===== config.mk =====
export PLATFORM = sky130hd
export DESIGN_NAME = axi_master_arbiter_flat
export DESIGN_NICKNAME = d
export VERILOG_FILES = /design/src/rtl/axi_master_arbiter_if.sv /design/src/rtl/axi_master_arbiter.sv /design/src/flat_wrapper.sv
export SDC_FILE = /design/constraint.sdc
export NUM_CORES = 1
export LEC_CHECK = 0
export ABC_AREA = 1
export CAP_MARGIN = 40
export CELL_PAD_IN_SITES_DETAIL_PLACEMENT = 1
export CELL_PAD_IN_SITES_GLOBAL_PLACEMENT = 1
export CORE_ASPECT_RATIO = 0.9
export CORE_MARGIN = 1
export CORE_UTILIZATION = 25
export CTS_CLUSTER_SIZE = 8
export DETAILED_ROUTE_END_ITERATION = 8
export MAX_ROUTING_LAYER = met4
export PLACE_DENSITY_LB_ADDON = 0.1
export SLEW_MARGIN = 30
export SYNTH_ARGS = -nofsm -noshare
export SYNTH_HDL_FRONTEND = slang
export SYNTH_SLANG_ARGS = --single-unit

===== constraint.sdc =====
create_clock -name clk -period 1.7 [get_ports clk]
set_clock_uncertainty 0.1 [all_clocks]
set_input_delay 0.255 -clock clk [delete_from_list [all_inputs] [get_ports clk]]
set_output_delay 0.255 -clock clk [all_outputs]
set_load 0.005 [all_outputs]

===== src/rtl/axi_master_arbiter_if.sv =====
// rtl/axi_master_arbiter_if.sv - AXI master channel bundle (AR/R/AW/W/B) for the two-client arbiter
interface axi_master_arbiter_if #(
  parameter int ADDR_W = 8,
  parameter int DATA_W = 8,
  parameter int LEN_W  = 4,
  parameter int ID_W   = 4
);
  logic              ARVALID;
  logic [ADDR_W-1:0] ARADDR;
  logic [LEN_W-1:0]  ARLEN;
  logic [ID_W-1:0]   ARID;
  logic              ARREADY;

  logic              RVALID;
  logic [DATA_W-1:0] RDATA;
  logic              RLAST;
  logic [1:0]        RRESP;
  logic              RREADY;

  logic              AWVALID;
  logic [ADDR_W-1:0] AWADDR;
  logic [LEN_W-1:0]  AWLEN;
  logic [ID_W-1:0]   AWID;
  logic              AWREADY;

  logic              WVALID;
  logic [DATA_W-1:0] WDATA;
  logic              WLAST;
  logic              WREADY;

  logic              BVALID;
  logic [1:0]        BRESP;
  logic              BREADY;

  modport master (
    output ARVALID, ARADDR, ARLEN, ARID, input ARREADY,
    input  RVALID, RDATA, RLAST, RRESP, output RREADY,
    output AWVALID, AWADDR, AWLEN, AWID, input AWREADY,
    output WVALID, WDATA, WLAST, input WREADY,
    input  BVALID, BRESP, output BREADY
  );

  modport slave (
    input  ARVALID, ARADDR, ARLEN, ARID, output ARREADY,
    output RVALID, RDATA, RLAST, RRESP, input RREADY,
    input  AWVALID, AWADDR, AWLEN, AWID, output AWREADY,
    input  WVALID, WDATA, WLAST, output WREADY,
    output BVALID, BRESP, input BREADY
  );
endinterface


===== src/rtl/axi_master_arbiter.sv =====
// rtl/axi_master_arbiter.sv - round-robin two-client burst sequencer driving one AXI master port
module axi_master_arbiter #(
  parameter int ADDR_W = 8,
  parameter int DATA_W = 8,
  parameter int LEN_W  = 4,
  parameter int ID_W   = 4
) (
  input  logic                clk,
  input  logic                rst,
  input  logic [1:0]          req,
  input  logic [1:0]          we,
  input  logic [2*ADDR_W-1:0] addr,
  input  logic [2*LEN_W-1:0]  len,
  input  logic [2*ID_W-1:0]   id,
  input  logic [2*DATA_W-1:0] wdata,
  output logic [1:0]          gnt,
  output logic [1:0]          wnext,
  output logic [1:0]          rvalid,
  output logic [DATA_W-1:0]   rdata,
  output logic [1:0]          done,
  output logic [1:0]          resp,
  axi_master_arbiter_if.master bus
);
  typedef enum logic [2:0] {IDLE, AR, R, AW, W, B, DONE} state_t;

  state_t            state, state_n;
  logic              cur, last_gnt, win;
  logic [ADDR_W-1:0] cap_addr;
  logic [LEN_W-1:0]  cap_len;
  logic [ID_W-1:0]   cap_id;
  logic [LEN_W:0]    beat, beat_inc;
  logic [1:0]        resp_acc, resp_q, resp_max;
  logic [DATA_W-1:0] rdata_q;
  logic [1:0]        rvalid_q;
  logic              wlast;

  // Tie-break favours the client that did not win last time
  assign win      = (req == 2'b11) ? ~last_gnt : req[1];
  assign beat_inc = beat + 1'b1;
  assign wlast    = (beat == {1'b0, cap_len});
  assign resp_max = (bus.RRESP > resp_acc) ? bus.RRESP : resp_acc;

  assign bus.ARADDR = cap_addr;
  assign bus.ARLEN  = cap_len;
  assign bus.ARID   = cap_id;
  assign bus.AWADDR = cap_addr;
  assign bus.AWLEN  = cap_len;
  assign bus.AWID   = cap_id;

  assign rvalid = rvalid_q;
  assign rdata  = rdata_q;

  always_ff @(posedge clk) begin
    if (rst) state <= IDLE;
    else     state <= state_n;
  end

  always_comb begin
    state_n     = state;
    gnt         = '0;
    wnext       = '0;
    done        = '0;
    resp        = '0;
    bus.ARVALID = 1'b0;
    bus.RREADY  = 1'b0;
    bus.AWVALID = 1'b0;
    bus.WVALID  = 1'b0;
    bus.WDATA   = '0;
    bus.WLAST   = 1'b0;
    bus.BREADY  = 1'b0;
    case (state)
      IDLE: if (!rst && (|req)) begin
        gnt[win] = 1'b1;
        state_n  = we[win] ? AW : AR;
      end
      AR: begin
        bus.ARVALID = 1'b1;
        if (bus.ARREADY) state_n = R;
      end
      R: begin
        bus.RREADY = 1'b1;
        if (bus.RVALID && bus.RLAST) state_n = DONE;
      end
      AW: begin
        bus.AWVALID = 1'b1;
        if (bus.AWREADY) state_n = W;
      end
      W: begin
        bus.WVALID = 1'b1;
        bus.WDATA  = cur ? wdata[2*DATA_W-1:DATA_W] : wdata[DATA_W-1:0];
        bus.WLAST  = wlast;
        if (bus.WREADY) begin
          wnext[cur] = 1'b1;
          if (wlast) state_n = B;
        end
      end
      B: begin
        bus.BREADY = 1'b1;
        if (bus.BVALID) state_n = DONE;
      end
      DONE: begin
        done[cur] = 1'b1;
        resp      = resp_q;
        state_n   = IDLE;
      end
      default: state_n = IDLE;
    endcase
  end

  always_ff @(posedge clk) begin
    if (rst) begin
      cur      <= 1'b0;
      last_gnt <= 1'b1;
      cap_addr <= '0;
      cap_len  <= '0;
      cap_id   <= '0;
      beat     <= '0;
      resp_acc <= '0;
      resp_q   <= '0;
      rdata_q  <= '0;
      rvalid_q <= '0;
    end else begin
      rvalid_q <= '0;
      case (state)
        IDLE: if (|req) begin
          cur      <= win;
          cap_addr <= win ? addr[2*ADDR_W-1:ADDR_W] : addr[ADDR_W-1:0];
          cap_len  <= win ? len[2*LEN_W-1:LEN_W]    : len[LEN_W-1:0];
          cap_id   <= win ? id[2*ID_W-1:ID_W]       : id[ID_W-1:0];
        end
        R: if (bus.RVALID) begin
          rdata_q       <= bus.RDATA;
          rvalid_q[cur] <= 1'b1;
          beat          <= beat_inc;
          resp_acc      <= resp_max;
          // A short or long burst overrides whatever the slave reported
          if (bus.RLAST)
            resp_q <= (beat_inc != ({1'b0, cap_len} + 1'b1)) ? 2'b10 : resp_max;
        end
        W: if (bus.WREADY) beat <= beat_inc;
        B: if (bus.BVALID) resp_q <= bus.BRESP;
        DONE: begin
          last_gnt <= cur;
          beat     <= '0;
          resp_acc <= '0;
        end
        default: ;
      endcase
    end
  end
endmodule


===== src/flat_wrapper.sv =====
// flat-port wrapper written by rule: the top's interface ports become plain ports
module axi_master_arbiter_flat 
#(
  parameter int ADDR_W = 8,
  parameter int DATA_W = 8,
  parameter int LEN_W  = 4,
  parameter int ID_W   = 4
)
  (clk, rst, req, we, addr, len, id, wdata, gnt, wnext, rvalid, rdata, done, resp, bus_ARVALID, bus_ARADDR, bus_ARLEN, bus_ARID, bus_ARREADY, bus_RVALID, bus_RDATA, bus_RLAST, bus_RRESP, bus_RREADY, bus_AWVALID, bus_AWADDR, bus_AWLEN, bus_AWID, bus_AWREADY, bus_WVALID, bus_WDATA, bus_WLAST, bus_WREADY, bus_BVALID, bus_BRESP, bus_BREADY);
  axi_master_arbiter_if #(.ADDR_W(ADDR_W), .DATA_W(DATA_W), .LEN_W(LEN_W), .ID_W(ID_W)) bus_i ();
  input  logic clk;
  input  logic rst;
  input  logic [1:0] req;
  input  logic [1:0] we;
  input  logic [2*ADDR_W-1:0] addr;
  input  logic [2*LEN_W-1:0] len;
  input  logic [2*ID_W-1:0] id;
  input  logic [2*DATA_W-1:0] wdata;
  output logic [1:0] gnt;
  output logic [1:0] wnext;
  output logic [1:0] rvalid;
  output logic [DATA_W-1:0] rdata;
  output logic [1:0] done;
  output logic [1:0] resp;
  output wire logic [$bits(bus_i.ARVALID)-1:0] bus_ARVALID;
  output wire logic [$bits(bus_i.ARADDR)-1:0] bus_ARADDR;
  output wire logic [$bits(bus_i.ARLEN)-1:0] bus_ARLEN;
  output wire logic [$bits(bus_i.ARID)-1:0] bus_ARID;
  input wire logic [$bits(bus_i.ARREADY)-1:0] bus_ARREADY;
  input wire logic [$bits(bus_i.RVALID)-1:0] bus_RVALID;
  input wire logic [$bits(bus_i.RDATA)-1:0] bus_RDATA;
  input wire logic [$bits(bus_i.RLAST)-1:0] bus_RLAST;
  input wire logic [$bits(bus_i.RRESP)-1:0] bus_RRESP;
  output wire logic [$bits(bus_i.RREADY)-1:0] bus_RREADY;
  output wire logic [$bits(bus_i.AWVALID)-1:0] bus_AWVALID;
  output wire logic [$bits(bus_i.AWADDR)-1:0] bus_AWADDR;
  output wire logic [$bits(bus_i.AWLEN)-1:0] bus_AWLEN;
  output wire logic [$bits(bus_i.AWID)-1:0] bus_AWID;
  input wire logic [$bits(bus_i.AWREADY)-1:0] bus_AWREADY;
  output wire logic [$bits(bus_i.WVALID)-1:0] bus_WVALID;
  output wire logic [$bits(bus_i.WDATA)-1:0] bus_WDATA;
  output wire logic [$bits(bus_i.WLAST)-1:0] bus_WLAST;
  input wire logic [$bits(bus_i.WREADY)-1:0] bus_WREADY;
  input wire logic [$bits(bus_i.BVALID)-1:0] bus_BVALID;
  input wire logic [$bits(bus_i.BRESP)-1:0] bus_BRESP;
  output wire logic [$bits(bus_i.BREADY)-1:0] bus_BREADY;
  assign bus_ARVALID = bus_i.ARVALID;
  assign bus_ARADDR = bus_i.ARADDR;
  assign bus_ARLEN = bus_i.ARLEN;
  assign bus_ARID = bus_i.ARID;
  assign bus_i.ARREADY = bus_ARREADY;
  assign bus_i.RVALID = bus_RVALID;
  assign bus_i.RDATA = bus_RDATA;
  assign bus_i.RLAST = bus_RLAST;
  assign bus_i.RRESP = bus_RRESP;
  assign bus_RREADY = bus_i.RREADY;
  assign bus_AWVALID = bus_i.AWVALID;
  assign bus_AWADDR = bus_i.AWADDR;
  assign bus_AWLEN = bus_i.AWLEN;
  assign bus_AWID = bus_i.AWID;
  assign bus_i.AWREADY = bus_AWREADY;
  assign bus_WVALID = bus_i.WVALID;
  assign bus_WDATA = bus_i.WDATA;
  assign bus_WLAST = bus_i.WLAST;
  assign bus_i.WREADY = bus_WREADY;
  assign bus_i.BVALID = bus_BVALID;
  assign bus_i.BRESP = bus_BRESP;
  assign bus_BREADY = bus_i.BREADY;
  axi_master_arbiter #(.ADDR_W(ADDR_W), .DATA_W(DATA_W), .LEN_W(LEN_W), .ID_W(ID_W)) u_core (.clk(clk), .rst(rst), .req(req), .we(we), .addr(addr), .len(len), .id(id), .wdata(wdata), .gnt(gnt), .wnext(wnext), .rvalid(rvalid), .rdata(rdata), .done(done), .resp(resp), .bus(bus_i));
endmodule

==> impl_metrics.env <==
export IMPL_syn_area_per_cell_um2=6.464
export IMPL_power_frac_seq=0.239
export IMPL_required_ps=1340
export IMPL_p_comb_frac=0.626
export IMPL_mostFrequentLayoutCell="clkdlybuf4s50_1"
export IMPL_die_y_um=95.17
export IMPL_power_density_nw_per_um2=1270
export IMPL_worst_pin_slew_ps=317.2
export IMPL_p_sw_frac=0.3938
export IMPL_dp_cells=646
export IMPL_clockBufferDepth=2
export IMPL_p_clk_frac=0.135
export IMPL_use_met1=0.2327
export IMPL_yosysWarnings=0
export IMPL_grt_pass1_vias=3113
export IMPL_io_pins=136
export IMPL_gp_congestion=0.7974
export IMPL_path_clk_slew_ps=90
export IMPL_p_leak_nw=1.973
export IMPL_yosysUniqueCellTypes=31
export IMPL_wirelength_um=9830
export IMPL_grt_pass1_wl_um=15260
export IMPL_grt_max_degree=33
export IMPL_use_met3=0.03623
export IMPL_synth_largest_area_cell="dfxtp_1"
export IMPL_fp_dieArea_um2=10040
export IMPL_dr_pass1_iters=4
export IMPL_synth_fp_nets=450
export IMPL_cp_end_kind="output port"
export IMPL_wl_per_cell_um=14.54
export IMPL_cts_inserted_buffers=5
export IMPL_setup_ws_ps=-192.9
export IMPL_vias=3113
export IMPL_fin_cells=676
export IMPL_grt_ovfl_total=0
export IMPL_cts_num_sinks=40
export IMPL_dp_hpwl_um=7191
export IMPL_final_nets=630
export IMPL_netlist_area_um2=2411
export IMPL_seq_area_um2=809.5
export IMPL_fillers=1161
export IMPL_violations="negative setup slack"
export IMPL_netlist_instances=373
export IMPL_rsz0062_at_grt="true"
export IMPL_yosysTopAreaCellShare=0.3321
export IMPL_vdd_drop_max_mv=0.5720
export IMPL_grt_use_total=0.1988
export IMPL_drt_iter0_drc=98
export IMPL_path_max_fanout=4
export IMPL_outcome="finished with violations"
export IMPL_syn_to_final_growth_pct=91.07
export IMPL_drc=0
export IMPL_hold_path_class="in2reg"
export IMPL_async_flop_share=0
export IMPL_hold_buffers=0
export IMPL_antenna_cells=0
export IMPL_h_tree_depth=2
export IMPL_drv_slew=0
export IMPL_period_needed_ps=1893
export IMPL_insertion_delay_ps=300
export IMPL_hold_violations=0
export IMPL_maxSlewHeadroom=0.7885
export IMPL_cp_start_kind="register"
export IMPL_final_util=0.4981
export IMPL_synthFlopType="dfxtp_1"
export IMPL_fp_dieW_um=105.5
export IMPL_fp_row_count=33
export IMPL_synth_seq_area_share=0.3321
export IMPL_gr_usage_met2=0.3553
export IMPL_setup_viol=20
export IMPL_cts_root_buf="clkbuf_8"
export IMPL_worstSetupPathType="reg2out"
export IMPL_synth_edf_count=0
export IMPL_grt_busiest_layer="met2"
export IMPL_ant_nets=0
export IMPL_cts_tree="yes"
export IMPL_portBuffers=135
export IMPL_antenna_found_initial=0
export IMPL_p_sw_mw=2.304
export IMPL_placed_cell_area_um2=4074
export IMPL_multiInputGateArea_um2=1514
export IMPL_internal_power_mw=3.546
export IMPL_viasPerCell=4.605
export IMPL_drive_gt1_frac=0.2906
export IMPL_synthTopCellsByArea="dfxtp_1 33%, nand2_1 12%, a21oi_1 11%, nor2_1 7.3%, o21ai_0 6.9%"
export IMPL_fin_setup_tns_ps=-2346
export IMPL_crit_arrival_ps=1540
export IMPL_core_um2=9249
export IMPL_initial_core_util=0.2607
export IMPL_post_route_cell_area_um2=4607
export IMPL_cap_viol_max_count=0
export IMPL_final_cell_mix="111 x clkdlybuf4s50_1, 75 x nand2_1, 54 x buf_4"
export IMPL_dp_slack_ps=-412.8
export IMPL_max_clock_freq_mhz=528.3
export IMPL_synth_seq_cells=40
export IMPL_min_period_over_period=1.113
layout make-up:
class,instances,share of cell area
Timing Repair Buffer,202,0.4028
Multi-Input combinational cell,263,0.3286
Sequential cell,40,0.1757
Inverter,40,0.03476
Tap cell,122,0.03313
Clock buffer,6,0.01575
Clock inverter,2,0.007605
Timing Repair inverter,1,0.001630
flip-flops by register name (all words and copies together) (netlist names):
name,count
u_core.rdata,8
u_core.bus.ARADDR,8
u_core.bus.ARLEN,4
u_core.bus.ARID,4
u_core.state,3
u_core.beat,5
u_core.cur,1
u_core.resp_acc,2
u_core.resp_q,2
u_core.last_gnt,1
u_core.rvalid,2
metrics by stage:
stage / power [mW] / hold WS, ps
6_report: 5.850 / 403.3
2_1_floorplan: 2.921 / 289.9
4_1_cts: 5.440 / 396.0
3_3_place_gp: 4.367 / 370.5
3_5_place_dp: 4.456 / 391.9
5_1_grt: 6.290 / 411.5
power by group through the flow:
stage	Combinational (mW)	Clock, mW	Sequential (mW)
after floorplan	1.51	0	1.41
after global placement	2.98	0	1.38
after detailed placement	3.07	0	1.39
after CTS	3.24	0.807	1.40
after global routing	4.01	0.847	1.43
final	3.66	0.790	1.40
per-layer routing:
| layer | vias to the layer above | wire, um |
|---|---|---|
| met1 | 1465 | 4374 |
| met5 | - | 0 |
| met4 | 0 | 155 |
| met2 | 82 | 4926 |
| met3 | 10 | 374 |
| li1 | 1556 | - |
path summary, 6_finish.rpt:
kind	start	end	slack (ps)	depth (start not counted)
hold / removal	len[4]	u_core.bus.ARLEN[0]	400	3
setup reg to reg	u_core.state[1]	u_core.beat[1]	-70	12
setup / recovery	u_core.state[1]	bus_WLAST	-190	8
hold reg to reg	u_core.cur	u_core.cur	410	2
cells by family after synthesis:
family,synth area share
xor gates and xnor gates,0.01090
AOI/OAI and AO/OA,0.2014
buffers and inverters,0.1411
DFF,0.3321
adders and majority gates,0.02595
and+or+nand+nor,0.2885
Yosys cell counts (2+ instances only):
cell      instances
nand2_1          79
a21oi_1          52
nor2_1           47
dfxtp_1          40
inv_1            36
o21ai_0          33
nand3_1          19
buf_4            17
clkbuf_1          8
ha_1              5
nor3_1            4
a22oi_1           3
buf_2             3
inv_2             3
nor2_2            3
nor2_4            3
nand2_2           2
nand4_1           2
xor2_1            2
critical path: stages, from the launching register on:
cell        delay, ps
dfxtp_2           340
inv_2              80
nand2_4            60
nor2_4            140
buf_12            130
clkinvlp_4        130
buf_6             150
nor2_2             80
buf_2             120
timing repair:
action | 4_1_cts | 5_1_grt
setup buffers | 12 | 9
setup endpoints to repair | 55 | 57
gates resized for setup | 107 | 52
pin swaps | 8 | 22
cloned | 1 | 0
(Power assumes the default switching activity.)
